## config.mk

```make
export PLATFORM = sky130hd
export DESIGN_NAME = intersection_controller
export DESIGN_NICKNAME = d
export VERILOG_FILES = /design/src/rtl/intersection_controller.sv
export SDC_FILE = /design/constraint.sdc
export NUM_CORES = 1
export LEC_CHECK = 0
export CORE_UTILIZATION = 49
export DETAILED_ROUTE_END_ITERATION = 16
export PLACE_DENSITY = 0.76
export SETUP_SLACK_MARGIN = 0.2
export SLEW_MARGIN = 10
export SYNTH_ARGS = -nofsm -noshare
export SYNTH_HDL_FRONTEND = slang
export SYNTH_SLANG_ARGS = --single-unit
```

## constraint.sdc

```tcl
create_clock -name clk -period 2 [get_ports clk]
set_input_delay 0.3 -clock clk [delete_from_list [all_inputs] [get_ports clk]]
set_output_delay 0.3 -clock clk [all_outputs]
set_load 0.01 [all_outputs]
```

## src/rtl/intersection_controller.sv

```systemverilog
// rtl/intersection_controller.sv - four-way intersection signal sequencer with emergency preemption
//
// Sequences the North-South (NS) and East-West (EW) approach heads through
// left arrow, green, yellow and all-red clearance. An emergency request steers
// the machine, through yellow and all-red where needed, into a hold that keeps
// green on the requested approach.
//
// Optional feature macro: PED_WALK_EN (pedestrian walk phase after all-red).
//
// Ports:
//   clk        in   1  system clock, rising edge
//   reset_n    in   1  asynchronous reset, active low
//   emerg_req  in   1  emergency vehicle present (level)
//   emerg_dir  in   1  approach to serve: 0=NS, 1=EW
//   ped_req    in   1  pedestrian request pulse/level (PED_WALK_EN only)
//   walk       out  1  pedestrian walk lamp (PED_WALK_EN only)
//   ns_out     out  4  NS lamps {left, green, yellow, red}
//   ew_out     out  4  EW lamps {left, green, yellow, red}
//   phase      out  4  current state code (debug)
//   preempt    out  1  emergency preemption in progress

module intersection_controller #(
  parameter int LEFT_CYC   = 5,
  parameter int GREEN_CYC  = 10,
  parameter int YEL_CYC    = 3,
  parameter int ALLRED_CYC = 1,
  parameter int WALK_CYC   = 8
) (
  input  logic       clk,
  input  logic       reset_n,
  input  logic       emerg_req,
  input  logic       emerg_dir,
`ifdef PED_WALK_EN
  input  logic       ped_req,
  output logic       walk,
`endif
  output logic [3:0] ns_out,
  output logic [3:0] ew_out,
  output logic [3:0] phase,
  output logic       preempt
);

  typedef enum logic [3:0] {
    RST_RED = 4'd0,
    NS_LEFT = 4'd1,
    NS_GRN  = 4'd2,
    NS_YEL  = 4'd3,
    RED_A   = 4'd4,
    EW_LEFT = 4'd5,
    EW_GRN  = 4'd6,
    EW_YEL  = 4'd7,
    RED_B   = 4'd8,
    HOLD_NS = 4'd9,
`ifdef PED_WALK_EN
    HOLD_EW = 4'd10,
    WALK    = 4'd11
`else
    HOLD_EW = 4'd10
`endif
  } state_t;

  localparam logic [4:0] LEFT_END   = 5'(LEFT_CYC - 1);
  localparam logic [4:0] GREEN_END  = 5'(GREEN_CYC - 1);
  localparam logic [4:0] YEL_END    = 5'(YEL_CYC - 1);
  localparam logic [4:0] ALLRED_END = 5'(ALLRED_CYC - 1);
  localparam logic [4:0] WALK_END   = 5'(WALK_CYC - 1);

  state_t     state_q, state_d;
  logic [4:0] cnt_q, cnt_d;
  logic       pre_q, pre_d;
  logic       pdir_q, pdir_d;    // last direction seen while emerg_req was high
  logic [4:0] last;
  logic       done;
  logic       act;               // emergency steering in effect this edge
  logic       tgt;               // approach the emergency wants served
  logic       in_hold;

`ifdef PED_WALK_EN
  logic       ped_pend_q;
  logic       walk_src_q, walk_src_d;  // 0: WALK entered from RED_A, 1: from RED_B
`endif

  always_ff @(posedge clk or negedge reset_n) begin
    if (!reset_n) begin
      state_q <= RST_RED;
      cnt_q   <= '0;
      pre_q   <= 1'b0;
      pdir_q  <= 1'b0;
    end else begin
      state_q <= state_d;
      cnt_q   <= cnt_d;
      pre_q   <= pre_d;
      pdir_q  <= pdir_d;
    end
  end

`ifdef PED_WALK_EN
  always_ff @(posedge clk or negedge reset_n) begin
    if (!reset_n) begin
      ped_pend_q <= 1'b0;
      walk_src_q <= 1'b0;
    end else begin
      walk_src_q <= walk_src_d;
      if (state_d == WALK && state_q != WALK)
        ped_pend_q <= 1'b0;
      else
        ped_pend_q <= ped_pend_q | ped_req;
    end
  end
`endif

  // Terminal count of the current timed state. WALK and the untimed HOLD
  // states share the default arm; HOLD never looks at it.
  always_comb begin
    case (state_q)
      NS_LEFT, EW_LEFT:       last = LEFT_END;
      NS_GRN, EW_GRN:         last = GREEN_END;
      NS_YEL, EW_YEL:         last = YEL_END;
      RST_RED, RED_A, RED_B:  last = ALLRED_END;
      default:                last = WALK_END;
    endcase
  end

  always_comb begin
    state_d = state_q;
    pdir_d  = emerg_req ? emerg_dir : pdir_q;
    in_hold = (state_q == HOLD_NS) || (state_q == HOLD_EW);
    done    = (cnt_q == last);
    act     = emerg_req | pre_q;
    tgt     = emerg_req ? emerg_dir : pdir_q;
    // Once committed, a preemption runs through to HOLD; only leaving HOLD
    // without a request ends it.
    pre_d   = emerg_req | (pre_q & ~in_hold);
`ifdef PED_WALK_EN
    walk_src_d = walk_src_q;
`endif

    case (state_q)
      RST_RED: if (done) state_d = act ? (tgt ? HOLD_EW : HOLD_NS) : NS_LEFT;
      NS_LEFT: begin
        if (act)       state_d = tgt ? NS_YEL : HOLD_NS;
        else if (done) state_d = NS_GRN;
      end
      NS_GRN: begin
        if (act)       state_d = tgt ? NS_YEL : HOLD_NS;
        else if (done) state_d = NS_YEL;
      end
      NS_YEL: if (done) state_d = RED_A;
      RED_A: begin
        if (done) begin
          if (act) state_d = tgt ? HOLD_EW : HOLD_NS;
`ifdef PED_WALK_EN
          else if (ped_pend_q) begin
            state_d    = WALK;
            walk_src_d = 1'b0;
          end
`endif
          else state_d = EW_LEFT;
        end
      end
      EW_LEFT: begin
        if (act)       state_d = tgt ? HOLD_EW : EW_YEL;
        else if (done) state_d = EW_GRN;
      end
      EW_GRN: begin
        if (act)       state_d = tgt ? HOLD_EW : EW_YEL;
        else if (done) state_d = EW_YEL;
      end
      EW_YEL: if (done) state_d = RED_B;
      RED_B: begin
        if (done) begin
          if (act) state_d = tgt ? HOLD_EW : HOLD_NS;
`ifdef PED_WALK_EN
          else if (ped_pend_q) begin
            state_d    = WALK;
            walk_src_d = 1'b1;
          end
`endif
          else state_d = NS_LEFT;
        end
      end
      HOLD_NS: if (!emerg_req || emerg_dir)  state_d = NS_YEL;
      HOLD_EW: if (!emerg_req || !emerg_dir) state_d = EW_YEL;
`ifdef PED_WALK_EN
      WALK: begin
        // Abort back into the all-red we came from; it then hands off to HOLD.
        if (emerg_req) state_d = walk_src_q ? RED_B : RED_A;
        else if (done) state_d = walk_src_q ? NS_LEFT : EW_LEFT;
      end
`endif
      default: state_d = RST_RED;
    endcase

    // Every timed state exits at its terminal count, so the counter cannot wrap.
    if (state_d != state_q) cnt_d = '0;
    else if (in_hold)       cnt_d = cnt_q;
    else                    cnt_d = cnt_q + 5'd1;
  end

  always_comb begin
    ns_out = 4'b0001;
    ew_out = 4'b0001;
    case (state_q)
      NS_LEFT:         ns_out = 4'b1001;
      NS_GRN, HOLD_NS: ns_out = 4'b0100;
      NS_YEL:          ns_out = 4'b0010;
      EW_LEFT:         ew_out = 4'b1001;
      EW_GRN, HOLD_EW: ew_out = 4'b0100;
      EW_YEL:          ew_out = 4'b0010;
      default: begin
        ns_out = 4'b0001;
        ew_out = 4'b0001;
      end
    endcase
    phase   = state_q;
    preempt = pre_q;
  end

`ifdef PED_WALK_EN
  assign walk = (state_q == WALK);
`endif

endmodule

```

==> impl_summary.txt, run 1 <==
----------------------------------------------------
[STA]
  Unrepaired setup endpoints after global routing ... yes
  Clock period minus worst slack ... 2.47 ns
  Final hold viol count ... 0
  Final period utilization ... 123%
  Highest attainable clock frequency ... 0.406 GHz
  Final setup violation count ... 11
  Clock skew after layout ... 0.0213 ns
  Worst setup margin ... -0.465 ns
  Final Slew Violations ... 0
  Hold Worst Slack ... 0.344 ns
  Pin slew with the least headroom to its limit ... 0.540 ns
  Worst-case headroom to the max-slew limit ... 63.9%

[Power]
  Relative contribution of the clock network to total power ... 4.7%
  Part of the total power dissipated in combinational logic ... 84.6%
  Switch share ... 50.3%
  Static leakage ... 0.000851 µW
  Sequential cell fraction of total power ... 10.6%
  Internal power consumption ... 1810 µW
  Largest voltage drop on the vdd net ... 1.41 mV
  Total net switching power ... 1830 µW
  Power per standard cell area ... 1870 nW/µm²

[Placed design]
  Input/output buffers ... 16
  Detailed placer's ending HPWL ... 2.60 mm
  Total placed instance area ... 1640 µm²
  Routability congestion estimate from global placement ... 0.934
  Post-placement worst setup slack ... -0.580 ns

[Worst setup path]
  Startpoint of the lowest-slack register-to-register path ... phase[0]
  Data required time of the critical path ... 2.20 ns
  First element of the critical path ... phase[0]
  Critical Path AT ... 2.67 ns
  Sort of element at the end of the critical path ... register
  Worst path max stage delay ... 0.58 ns
  Worst setup path category ... reg -> reg
  Worst Reg-to-Reg Cells ... 8
  Launching element type of the critical path ... register
  Reg-to-reg slack, setup ... -0.47 ns
  Critical-path cell list ... buf_4 -> o311a_1 -> a31oi_1 -> o21ai_2 -> o2bb2ai_2 -> and3_1 -> or4_4 -> nor3_4
  R2r endpoint ... cnt_q[1]
  Kind of cell adding the most delay to the critical path ... simple AND/OR/NAND/NOR gates
  Crit Path Max Fanout ... 5
  Critical path buffer and inverter count ... 1
  Crit path max-delay cell type ... sky130_fd_sc_hd__or4_4

[Synthesis]
  Synthesized cell area ... 1160 µm²
  Part of the Yosys area used for sequential elements ... 23.6%
  Post-synthesis cell type with the largest combined area ... sky130_fd_sc_hd__dfrtp_1
  Count of cell types in the netlist ... 49
  Share of the synthesized area in compound gates (AO/OA/AOI/OAI) ... 30.2%
  Largest cells by area after synthesis ... sky130_fd_sc_hd__dfrtp_1 24%, sky130_fd_sc_hd__a21oi_1 4.7%, sky130_fd_sc_hd__nor3_1 4.7%
  Post-synthesis instance total ... 148
  Post-synthesis net count ... 153
  Number of storage elements in the synthesis netlist ... 11
  Post-synthesis average cell area ... 7.87 µm²
  Yosys Warn Count ... 0
  Most used flip-flop cell after synthesis ... sky130_fd_sc_hd__dfrtp_1
  Adder-Cell Fraction of Synth Area ... 1.07%
  Mux contribution to synthesized area ... 1.72%
  Portion of synthesized cell area occupied by the leading cell type ... 23.6%
  XOR/XNOR Fraction of Synth Area ... 5.26%
  Dominant combinational cell family by area after synthesis ... compound AO/OA/AOI/OAI gates
  Basic-gate share of the synthesized area counting and, or, nand and nor cells ... 29.1%
  Post-synth EDFFs ... 0
  Async set-reset flop share out of synthesis ... 100%

[Floorplanning]
  Die outline height ... 50.8 µm
  Number of placed I/O pins ... 17
  Site row count ... 17
  Placeable core region ... 2230 µm²
  Die extent in x ... 50.8 µm
  Floorplan die area ... 2580 µm²
  Initial Util ... 52.2%

[Global route]
  Antenna violations before repair ... 0
  Number of global-route vias before repair ... 1383
  Wire length of the first global-routing pass ... 6.42 mm
  Combined global-route utilization of all metal layers ... 33.4%
  Total congestion overflow ... 0
  Pin count of the biggest net entering global routing ... 23

[CTS]
  Clock net sink count ... 11
  Clock root buffer ... sky130_fd_sc_hd__clkbuf_4
  Num CTS Buffers ... 3
  Clock latency on the worst-skew pair ... 0.30 ns
  H-tree Lvls ... 1
  TritonCTS clock tree ... done
  Max Root-Sink Buffers ... 2
  Clock transition at the registers of the reported paths ... 0.10 ns

[Routing]
  Vias ... 1583
  Post-route DRC violation count ... 0
  Number of iterations in the first detailed-routing pass ... 4
  DRC marker count from the first detailed-route iteration ... 89
  Mean number of vias per cell ... 6.68
  Number of nets still failing antenna checks after routing ... 0
  Total detailed-routing wirelength ... 4.91 mm
  Average wire length per cell after detail routing ... 20.7 µm

[Final layout]
  Post-synthesis to final-layout area growth ... 66.9%
  Leading cell type in the layout, fill and taps excluded ... sky130_fd_sc_hd__buf_4
  Nets ... 215
  Ratio of cells with drive above 1 in the final layout ... 51.7%
  Post-layout instance area ... 1940 µm²
  Inserted Diodes ... 0
  Leading cell types in the layout, fill and taps excluded ... 48 x sky130_fd_sc_hd__buf_4, 10 x sky130_fd_sc_hd__a21oi_1, 9 x sky130_fd_sc_hd__nand2_1

[Run status]
  Violated checks ... negative setup slack
  Result of the run ... finished, violations left

[Run]
  Maximum Capacitance Violations ... 0

[Hold path]
  Hold WC Path Type ... in -> async

----------------------------------------------------
metrics by stage:
step	setup TNS [ns]	total power (µW)	utilization (%)	std cells
5_1_grt	-3.49	3790	87.1	237
6_report	-2.70	3640	87.1	237
3_5_place_dp	-3.53	2510	73.3	223
3_3_place_gp	-3.04	2470	73.3	223
4_1_cts	-1.33	3020	80.8	232
2_1_floorplan	-1.04	1700	-	148
layer usage:
metal | vias to the layer above | GRT usage [%] | routed length (µm)
li1 | 675 | - | -
met1 | 751 | 43.3 | 1930
met2 | 128 | 54.2 | 2320
met3 | 29 | 5.76 | 443
met4 | 0 | 13.9 | 219
met5 | - | 0 | 0
registers in the layout, summed over array words and instances, names as in the netlist:
register and flops:
cnt_q 5, pdir_q 1, preempt 1, phase 4
timing repair:
item	CTS	global route
buffers inserted	5	5
gates resized for setup	65	18
endpoints found under the setup margin	17	18
pin swaps	4	10
hold buffers	0	0
worst max-delay path by stage:
stage | endpoint | slack, ns | cells past startpoint
global route | cnt_q[4] | -0.56 | 8
CTS | cnt_q[1] | -0.28 | 8
finish | cnt_q[1] | -0.47 | 8
detailed placement | cnt_q[0] | -0.58 | 8
floorplan | cnt_q[0] | -0.21 | 9
global placement | cnt_q[3] | -0.51 | 8
worst reg2reg max path, stage by stage (launching register included):
cell                        delay [ns]
sky130_fd_sc_hd__dfrtp_1          0.44
sky130_fd_sc_hd__buf_4            0.18
sky130_fd_sc_hd__o311a_1          0.34
sky130_fd_sc_hd__a31oi_1          0.20
sky130_fd_sc_hd__o21ai_2          0.14
sky130_fd_sc_hd__o2bb2ai_2        0.16
sky130_fd_sc_hd__and3_1           0.19
sky130_fd_sc_hd__or4_4            0.58
sky130_fd_sc_hd__nor3_4           0.14
Yosys cell counts (4+ instances only):
library cell / number
sky130_fd_sc_hd__a21oi_1: 11
sky130_fd_sc_hd__a31oi_1: 4
sky130_fd_sc_hd__clkbuf_1: 6
sky130_fd_sc_hd__dfrtp_1: 11
sky130_fd_sc_hd__inv_1: 5
sky130_fd_sc_hd__nand2_1: 10
sky130_fd_sc_hd__nand2b_1: 5
sky130_fd_sc_hd__nor2_1: 9
sky130_fd_sc_hd__nor2b_1: 4
sky130_fd_sc_hd__nor3_1: 11
sky130_fd_sc_hd__o21ai_0: 9
sky130_fd_sc_hd__xor2_1: 5
layout make-up:
cell class                 count  area (µm²)
tap                           28        35.0
multi-input combinational    118         990
inverter                       5        18.8
clock buffer                   3        22.5
clock inverter                 1        5.00
fill                         115         289
timing repair buffer          71         594
sequential                    11         279
kinds of logic (layout without fill, tap and decap cells):
family,after synthesis,in the layout
AOI/OAI and AO/OA,50,50
xor gates and xnor gates,7,7
adders and majority gates,1,1
buffers and inverters,19,80
DFF,11,11
muxes,2,2
and+or+nand+nor,58,58
power by group through the flow:
stage	Clock (µW)	Combinational (µW)	Sequential, µW
after floorplan	0	1320	373
after global placement	0	2090	381
after detailed placement	0	2130	382
after CTS	167	2480	368
after global routing	183	3210	393
final	173	3080	388
No activity file was read; power rests on OpenSTA's default activity.
==> run 2: changes to the inputs <==
--- a/config.mk
+++ b/config.mk
@@ -8,7 +8,6 @@
 export CORE_UTILIZATION = 49
 export DETAILED_ROUTE_END_ITERATION = 16
 export PLACE_DENSITY = 0.76
-export SETUP_SLACK_MARGIN = 0.2
 export SLEW_MARGIN = 10
 export SYNTH_ARGS = -nofsm -noshare
 export SYNTH_HDL_FRONTEND = slang
==> run 2 against run 1 <==
The flow still finishes with violations (negative setup slack). Combinational power decreased by 11%. Cell count decreased by 2.1%. Non-clock buffer count decreased by 5. Via count decreased by 10%. Global-route usage decreased by 0.25 points. Utilization decreased by 5.5 points. Largest power group unchanged.
==> impl_summary.txt, run 2 (synthesis results as in run 1) <==
----------------------------------------------------
[Run status]
  Violated checks ... negative setup slack
  Result of the run ... finished, violations left

[Power]
  Largest voltage drop on the vdd net ... 1.35 mV (-3.8%)
  Static leakage ... 0.000783 µW (-8.0%)
  Power per standard cell area ... 1800 nW/µm² (-4.1%)

[Routing]
  Post-route DRC violation count ... 0 (unchanged)
  Mean number of vias per cell ... 6.14 (-8.1%)
  Vias ... 1424 (-10%)
  Number of nets still failing antenna checks after routing ... 0 (unchanged)
  Total detailed-routing wirelength ... 4.00 mm (-19%)
  DRC marker count from the first detailed-route iteration ... 91 (+2.2%)
  Number of iterations in the first detailed-routing pass ... 5 (+1)
  Average wire length per cell after detail routing ... 17.2 µm (-17%)

[Final layout]
  Leading cell type in the layout, fill and taps excluded ... sky130_fd_sc_hd__buf_4
  Largest Register ... cnt_q
  Leading cell types in the layout, fill and taps excluded ... 45 x sky130_fd_sc_hd__buf_4, 10 x sky130_fd_sc_hd__nand2_1, 10 x sky130_fd_sc_hd__a21oi_1
  Post-synthesis to final-layout area growth ... 56.3%
  Inserted Diodes ... 0 (unchanged)
  Cell Count, Final, Fillers Out ... 232 (-2.1%)
  Number of flip-flops in the largest register ... 5 (unchanged)
  Nets ... 210 (-2.3%)
  Ratio of cells with drive above 1 in the final layout ... 46.6% (-5.1 points)

[Floorplanning]
  Site row count ... 17 (unchanged)
  Floorplan die area ... 2580 µm² (unchanged)
  Die outline height ... 50.8 µm (unchanged)
  Die extent in x ... 50.8 µm (unchanged)
  Placeable core region ... 2230 µm² (unchanged)
  Number of placed I/O pins ... 17 (unchanged)
  Initial Util ... 52.2% (unchanged)

[CTS]
  Clock net sink count ... 11 (unchanged)
  Clock latency on the worst-skew pair ... 0.28 ns (-0.02 ns)
  Num CTS Buffers ... 3 (unchanged)
  Clock transition at the registers of the reported paths ... 0.08 ns (-0.02 ns)
  TritonCTS clock tree ... done
  H-tree Lvls ... 1 (unchanged)
  Max Root-Sink Buffers ... 2 (unchanged)
  Clock root buffer ... sky130_fd_sc_hd__clkbuf_4

[Worst setup path]
  Launching element type of the critical path ... register
  Critical path buffer and inverter count ... 2 (+1)
  Kind of cell adding the most delay to the critical path ... simple AND/OR/NAND/NOR gates
  Worst path max stage delay ... 0.54 ns (-0.04 ns)
  Data required time of the critical path ... 2.21 ns (about the same)
  Critical Path AT ... 2.62 ns (-0.05 ns)
  Sort of element at the end of the critical path ... register
  Crit path max-delay cell type ... sky130_fd_sc_hd__or4_4
  Worst setup path category ... reg -> reg
  Crit Path Max Fanout ... 9 (+4)
  Critical-path cell list ... buf_6 -> buf_4 -> nor3b_1 -> o21ai_0 -> nand2_1 -> o2bb2ai_2 -> and3_1 -> or4_4 -> nor3_2

[STA]
  Final Slew Violations ... 0 (unchanged)
  Pin slew with the least headroom to its limit ... 0.528 ns (-0.0122 ns)
  Hold Worst Slack ... 0.360 ns (+0.0160 ns)
  Final hold viol count ... 0 (unchanged)
  Highest attainable clock frequency ... 0.415 GHz (+2.3%)
  Final setup violation count ... 9 (-2)
  Final period utilization ... 121% (-2.7 points)
  Worst setup margin ... -0.411 ns (+0.0548 ns)
  Worst-case headroom to the max-slew limit ... 64.7% (+0.81 points)
  Unrepaired setup endpoints after global routing ... yes
  Clock period minus worst slack ... 2.41 ns (-0.0548 ns)
  Clock skew after layout ... 0.00391 ns (-0.0174 ns)

[Global route]
  Wire length of the first global-routing pass ... 6.35 mm (-1.1%)
  Total congestion overflow ... 0 (unchanged)
  Combined global-route utilization of all metal layers ... 33.1% (-0.25 points)
  Antenna violations before repair ... 0 (unchanged)
  Number of global-route vias before repair ... 1361 (-1.6%)
  Pin count of the biggest net entering global routing ... 23 (unchanged)

[Run]
  Maximum Capacitance Violations ... 0 (unchanged)

[Placed design]
  Detailed placer's ending HPWL ... 2.52 mm (-3.0%)
  Routability congestion estimate from global placement ... 0.946 (+1.2%)
  Input/output buffers ... 16 (unchanged)
  Cells after DPL ... 218 (-2.2%)

[Hold path]
  Hold WC Path Type ... in -> async

----------------------------------------------------
-- run 2: cell count changes in the layout (fill, tap and decap cells not counted), moves of 2 or more --
cell	before	now
sky130_fd_sc_hd__dlygate4sd2_1	0	4
sky130_fd_sc_hd__buf_12	2	0
sky130_fd_sc_hd__buf_6	6	4
sky130_fd_sc_hd__dlymetal6s2s_1	2	0
sky130_fd_sc_hd__buf_4	48	45
sky130_fd_sc_hd__buf_2	6	3
sky130_fd_sc_hd__nor3_2	5	7
sky130_fd_sc_hd__nor2_2	1	3
-- run 2: final cells by class --
class                   instances  area [µm²]
clock buffers                   3        22.5
clock inverters                 1        5.00
fillers                       133         413
inverters                       5        18.8
multi-input cells             118         940
flip-flops and latches         11         278
well taps                      28        35.0
repair buffers                 66         522
-- run 2: final timing paths --
path	depth (start not counted)	start	slack [ns]	endpoint
max	9	phase[1]	-0.41	cnt_q[3]
min in group clk	3	emerg_req	0.59	preempt
min reg2reg	2	preempt	0.65	preempt
max reg2reg	9	phase[1]	-0.41	cnt_q[3]
min	1	reset_n	0.36	cnt_q[3]
max in group asynchronous	1	reset_n	1.26	phase[3]
-- run 2: worst reg2reg max path, cell delays in order (launching register included) --
cell and delay, ns:
sky130_fd_sc_hd__dfrtp_2 0.47, sky130_fd_sc_hd__buf_6 0.15, sky130_fd_sc_hd__buf_4 0.16, sky130_fd_sc_hd__nor3b_1 0.33, sky130_fd_sc_hd__o21ai_0 0.16, sky130_fd_sc_hd__nand2_1 0.13
sky130_fd_sc_hd__o2bb2ai_2 0.08, sky130_fd_sc_hd__and3_1 0.16, sky130_fd_sc_hd__or4_4 0.54, sky130_fd_sc_hd__nor3_2 0.17
-- run 2: routing by layer --
| layer | vias to the layer above | GRT usage, % | part of all wire, % |
|---|---|---|---|
| li1 | 664 | - | - |
| met1 | 649 | 43.0 | 42 |
| met2 | 85 | 53.6 | 47 |
| met3 | 26 | 6.36 | 6.7 |
| met4 | 0 | 13.0 | 4.9 |
| met5 | - | 0 | 0 |
-- run 2: stage by stage --
step                area [µm²]  power [µW]  worst slack [ns]  util (%)  TNS [ns]
floorplan                 1190        1690            -0.208         -     -1.04
global placement          1590        2400            -0.557      71.3     -3.36
detailed placement        1590        2450            -0.663      71.3     -3.93
CTS                       1770        3020            -0.291      79.2     -1.45
global route              1820        3460            -0.451      81.5     -2.59
finish                    1820        3270            -0.411      81.5     -2.22
-- run 2: what timing repair did --
item,4_1_cts,5_1_grt
resized for setup,41,15
setup buffers,11,1
pin swaps,13,3
setup endpoints to repair,14,16
hold buffers,0,0
-- run 2: power breakdown --
group	switching [µW]	internal, µW	total [µW]
registers	76.4	289	365
clock network	90.1	74.3	164
logic	1440	1300	2740
==> run 3: changes to the inputs <==
--- a/config.mk
+++ b/config.mk
@@ -5,9 +5,9 @@
 export SDC_FILE = /design/constraint.sdc
 export NUM_CORES = 1
 export LEC_CHECK = 0
-export CORE_UTILIZATION = 49
+export CORE_UTILIZATION = 54
 export DETAILED_ROUTE_END_ITERATION = 16
-export PLACE_DENSITY = 0.76
+export PLACE_DENSITY = 0.79
 export SLEW_MARGIN = 10
 export SYNTH_ARGS = -nofsm -noshare
 export SYNTH_HDL_FRONTEND = slang
==> constraint.sdc (replaced) <==
create_clock -name clk -period 2.45 [get_ports clk]
set_input_delay 0.3675 -clock clk [delete_from_list [all_inputs] [get_ports clk]]
set_output_delay 0.3675 -clock clk [all_outputs]
set_load 0.01 [all_outputs]
==> run 3 against run 2 <==
The run now ends clean. Clock skew is 0.0047 ns higher. Register-to-register slack better by 0.45 ns. Routed wire length is 22% lower. Cell count is 11% lower. Sequential share of layout area is 2.9 points higher. Design area is 16% lower. Critical path type unchanged. Largest power group unchanged.
==> impl_summary.txt, run 3 (synthesis results as in run 1) <==
----------------------------------------------------
[Final layout]
  Nets ... 185 (-12%)
  Cell Count, Final, Fillers Out ... 206 (-11%)
  Largest Register ... cnt_q
  Leading cell types in the layout, fill and taps excluded ... 25 x sky130_fd_sc_hd__buf_4, 15 x sky130_fd_sc_hd__clkdlybuf4s50_1, 11 x sky130_fd_sc_hd__a21oi_1
  Number of flip-flops in the largest register ... 5 (unchanged)
  Leading cell type in the layout, fill and taps excluded ... sky130_fd_sc_hd__buf_4
  Ratio of cells with drive above 1 in the final layout ... 25.7% (-21 points)
  Utilization of the core after routing ... 76.1% (-5.4 points)
  Post-synthesis to final-layout area growth ... 30.8%
  Inserted Diodes ... 0 (unchanged)
  Post-layout instance area ... 1520 µm² (-16%)
  Filler instances ... 147 (+11%)

[Routing]
  Mean number of vias per cell ... 6.35 (+3.4%)
  Average wire length per cell after detail routing ... 15.1 µm (-13%)
  Post-route DRC violation count ... 0 (unchanged)
  Vias ... 1308 (-8.1%)
  Total detailed-routing wirelength ... 3.10 mm (-22%)
  DRC marker count from the first detailed-route iteration ... 54 (-41%)
  Number of nets still failing antenna checks after routing ... 0 (unchanged)
  Number of iterations in the first detailed-routing pass ... 4 (-1)

[Placed design]
  Total placed instance area ... 1460 µm² (-8.3%)
  Input/output buffers ... 16 (unchanged)
  Detailed placer's ending HPWL ... 2.34 mm (-7.2%)
  Cells after DPL ... 202 (-7.3%)
  Routability congestion estimate from global placement ... 0.949 (+0.41%)

[Power]
  Largest voltage drop on the vdd net ... 1.05 mV (-23%)
  Part of the total power dissipated in combinational logic ... 79.4% (-4.4 points)
  Power per standard cell area ... 1380 nW/µm² (-23%)
  Relative contribution of the clock network to total power ... 5.7% (+0.7 points)
  Sequential cell fraction of total power ... 14.9% (+3.7 points)
  Total net switching power ... 1040 µW (-35%)
  Switch share ... 49.4% (+0.25 points)
  Internal power consumption ... 1060 µW (-36%)
  Static leakage ... 0.000635 µW (-19%)

[STA]
  Final hold viol count ... 0 (unchanged)
  Final period utilization ... 98.4% (-22 points)
  Clock skew after layout ... 0.00866 ns (+0.00474 ns)
  Final Slew Violations ... 0 (unchanged)
  Clock period minus worst slack ... 2.41 ns (-0.000850 ns)
  Final setup violation count ... 0 (-9)
  Unrepaired setup endpoints after global routing ... yes
  Pin slew with the least headroom to its limit ... 0.489 ns (-0.0396 ns)
  Worst-case headroom to the max-slew limit ... 67.3% (+2.6 points)
  Hold Worst Slack ... 0.422 ns (+0.0626 ns)
  Highest attainable clock frequency ... 0.415 GHz (about the same)

[Global route]
  Number of global-route vias before repair ... 1206 (-11%)
  Total congestion overflow ... 0 (unchanged)
  Wire length of the first global-routing pass ... 5.49 mm (-14%)
  Pin count of the biggest net entering global routing ... 24 (+4.3%)
  Antenna violations before repair ... 0 (unchanged)
  Combined global-route utilization of all metal layers ... 29.6% (-3.5 points)

[Floorplanning]
  Site row count ... 16 (-1)
  Initial Util ... 58.2% (+6.0 points)
  Die outline height ... 48.4 µm (-4.6%)
  Placeable core region ... 2000 µm² (-10%)
  Number of placed I/O pins ... 17 (unchanged)
  Floorplan die area ... 2350 µm² (-8.9%)
  Die extent in x ... 48.4 µm (-4.6%)

[CTS]
  H-tree Lvls ... 1 (unchanged)
  TritonCTS clock tree ... done
  Max Root-Sink Buffers ... 2 (unchanged)
  Clock net sink count ... 11 (unchanged)
  Number of hold buffers added after CTS ... 0 (unchanged)
  Clock root buffer ... sky130_fd_sc_hd__clkbuf_4
  Num CTS Buffers ... 3 (unchanged)
  Clock latency on the worst-skew pair ... 0.27 ns (about the same)
  Clock transition at the registers of the reported paths ... 0.07 ns (about the same)

[Worst setup path]
  Critical Path AT ... 2.55 ns (-0.07 ns)
  Launching element type of the critical path ... register
  Worst setup path category ... reg -> reg
  Crit path max-delay cell type ... sky130_fd_sc_hd__xor2_1
  Kind of cell adding the most delay to the critical path ... buffers and inverters
  Critical-path cell list ... buf_4 -> nor2b_1 -> buf_4 -> a21oi_1 -> o32ai_1 -> a21oi_1 -> mux2i_1 -> xor2_1 -> nor3_1
  Worst path max stage delay ... 0.43 ns (-0.11 ns)
  Sort of element at the end of the critical path ... register
  Crit Path Max Fanout ... 13 (+4)
  Critical path buffer and inverter count ... 2 (unchanged)
  Data required time of the critical path ... 2.59 ns (+0.38 ns)

[Run]
  Maximum Capacitance Violations ... 0 (unchanged)

[Hold path]
  Hold WC Path Type ... in -> async

[Run status]
  Result of the run ... completed

----------------------------------------------------
run 3: changes by cell type in the layout (fill, tap and decap cells not counted), moves of 3 or more:
cell                              delta
sky130_fd_sc_hd__buf_4              -20
sky130_fd_sc_hd__clkdlybuf4s50_1     +8
sky130_fd_sc_hd__buf_2               -3
sky130_fd_sc_hd__nor3_2              -5
sky130_fd_sc_hd__dlygate4sd2_1       -4
sky130_fd_sc_hd__nor3_1              +5
sky130_fd_sc_hd__nor2_1              +3
sky130_fd_sc_hd__nor2_2              -3
sky130_fd_sc_hd__buf_6               -4
run 3: stage by stage:
step	power (µW)	setup TNS, ns	setup WS, ns
after global routing	2270	-0.133	-0.0351
after CTS	1990	0	0.0429
final	2100	0	0.0402
after detailed placement	1860	-1.07	-0.226
after floorplan	1340	0	0.172
after global placement	1820	-0.738	-0.151
run 3: routing by layer:
metal	vias up	share of wire [%]	track usage (%)
li1	612	-	-
met1	606	42	39.0
met2	85	48	50.0
met3	5	8.7	5.66
met4	0	0.74	7.35
met5	-	0	0
run 3: cell type report:
type | count | area (µm²) | area share, %
clock inverter | 1 | 5.00 | 0.328
timing repair buffer | 41 | 350 | 23.0
multi-input combinational | 118 | 817 | 53.6
inverter | 5 | 18.8 | 1.23
sequential | 11 | 277 | 18.1
tap | 27 | 33.8 | 2.22
clock buffer | 3 | 22.5 | 1.48
run 3: final timing paths:
path | start | slack [ns] | cells past startpoint | endpoint
setup / recovery | phase[1] | 0.04 | 9 | cnt_q[4]
hold / removal | reset_n | 0.42 | 1 | cnt_q[1]
setup reg to reg | phase[1] | 0.04 | 9 | cnt_q[4]
hold reg to reg | preempt | 0.58 | 1 | preempt
max in group asynchronous | reset_n | 1.66 | 1 | phase[0]
min in group clk | emerg_req | 0.54 | 3 | preempt
run 3: what timing repair did:
item,in CTS,in global routing
endpoints found under the setup margin,0,9
buffers inserted,0,0
gates resized for setup,0,11
run 3: power groups by stage:
| stage | registers (µW) | clock network (µW) | logic (µW) |
|---|---|---|---|
| after floorplan | 297 | 0 | 1040 |
| after global placement | 301 | 0 | 1520 |
| after detailed placement | 305 | 0 | 1560 |
| after CTS | 302 | 125 | 1560 |
| after global routing | 325 | 137 | 1810 |
| final | 314 | 120 | 1670 |
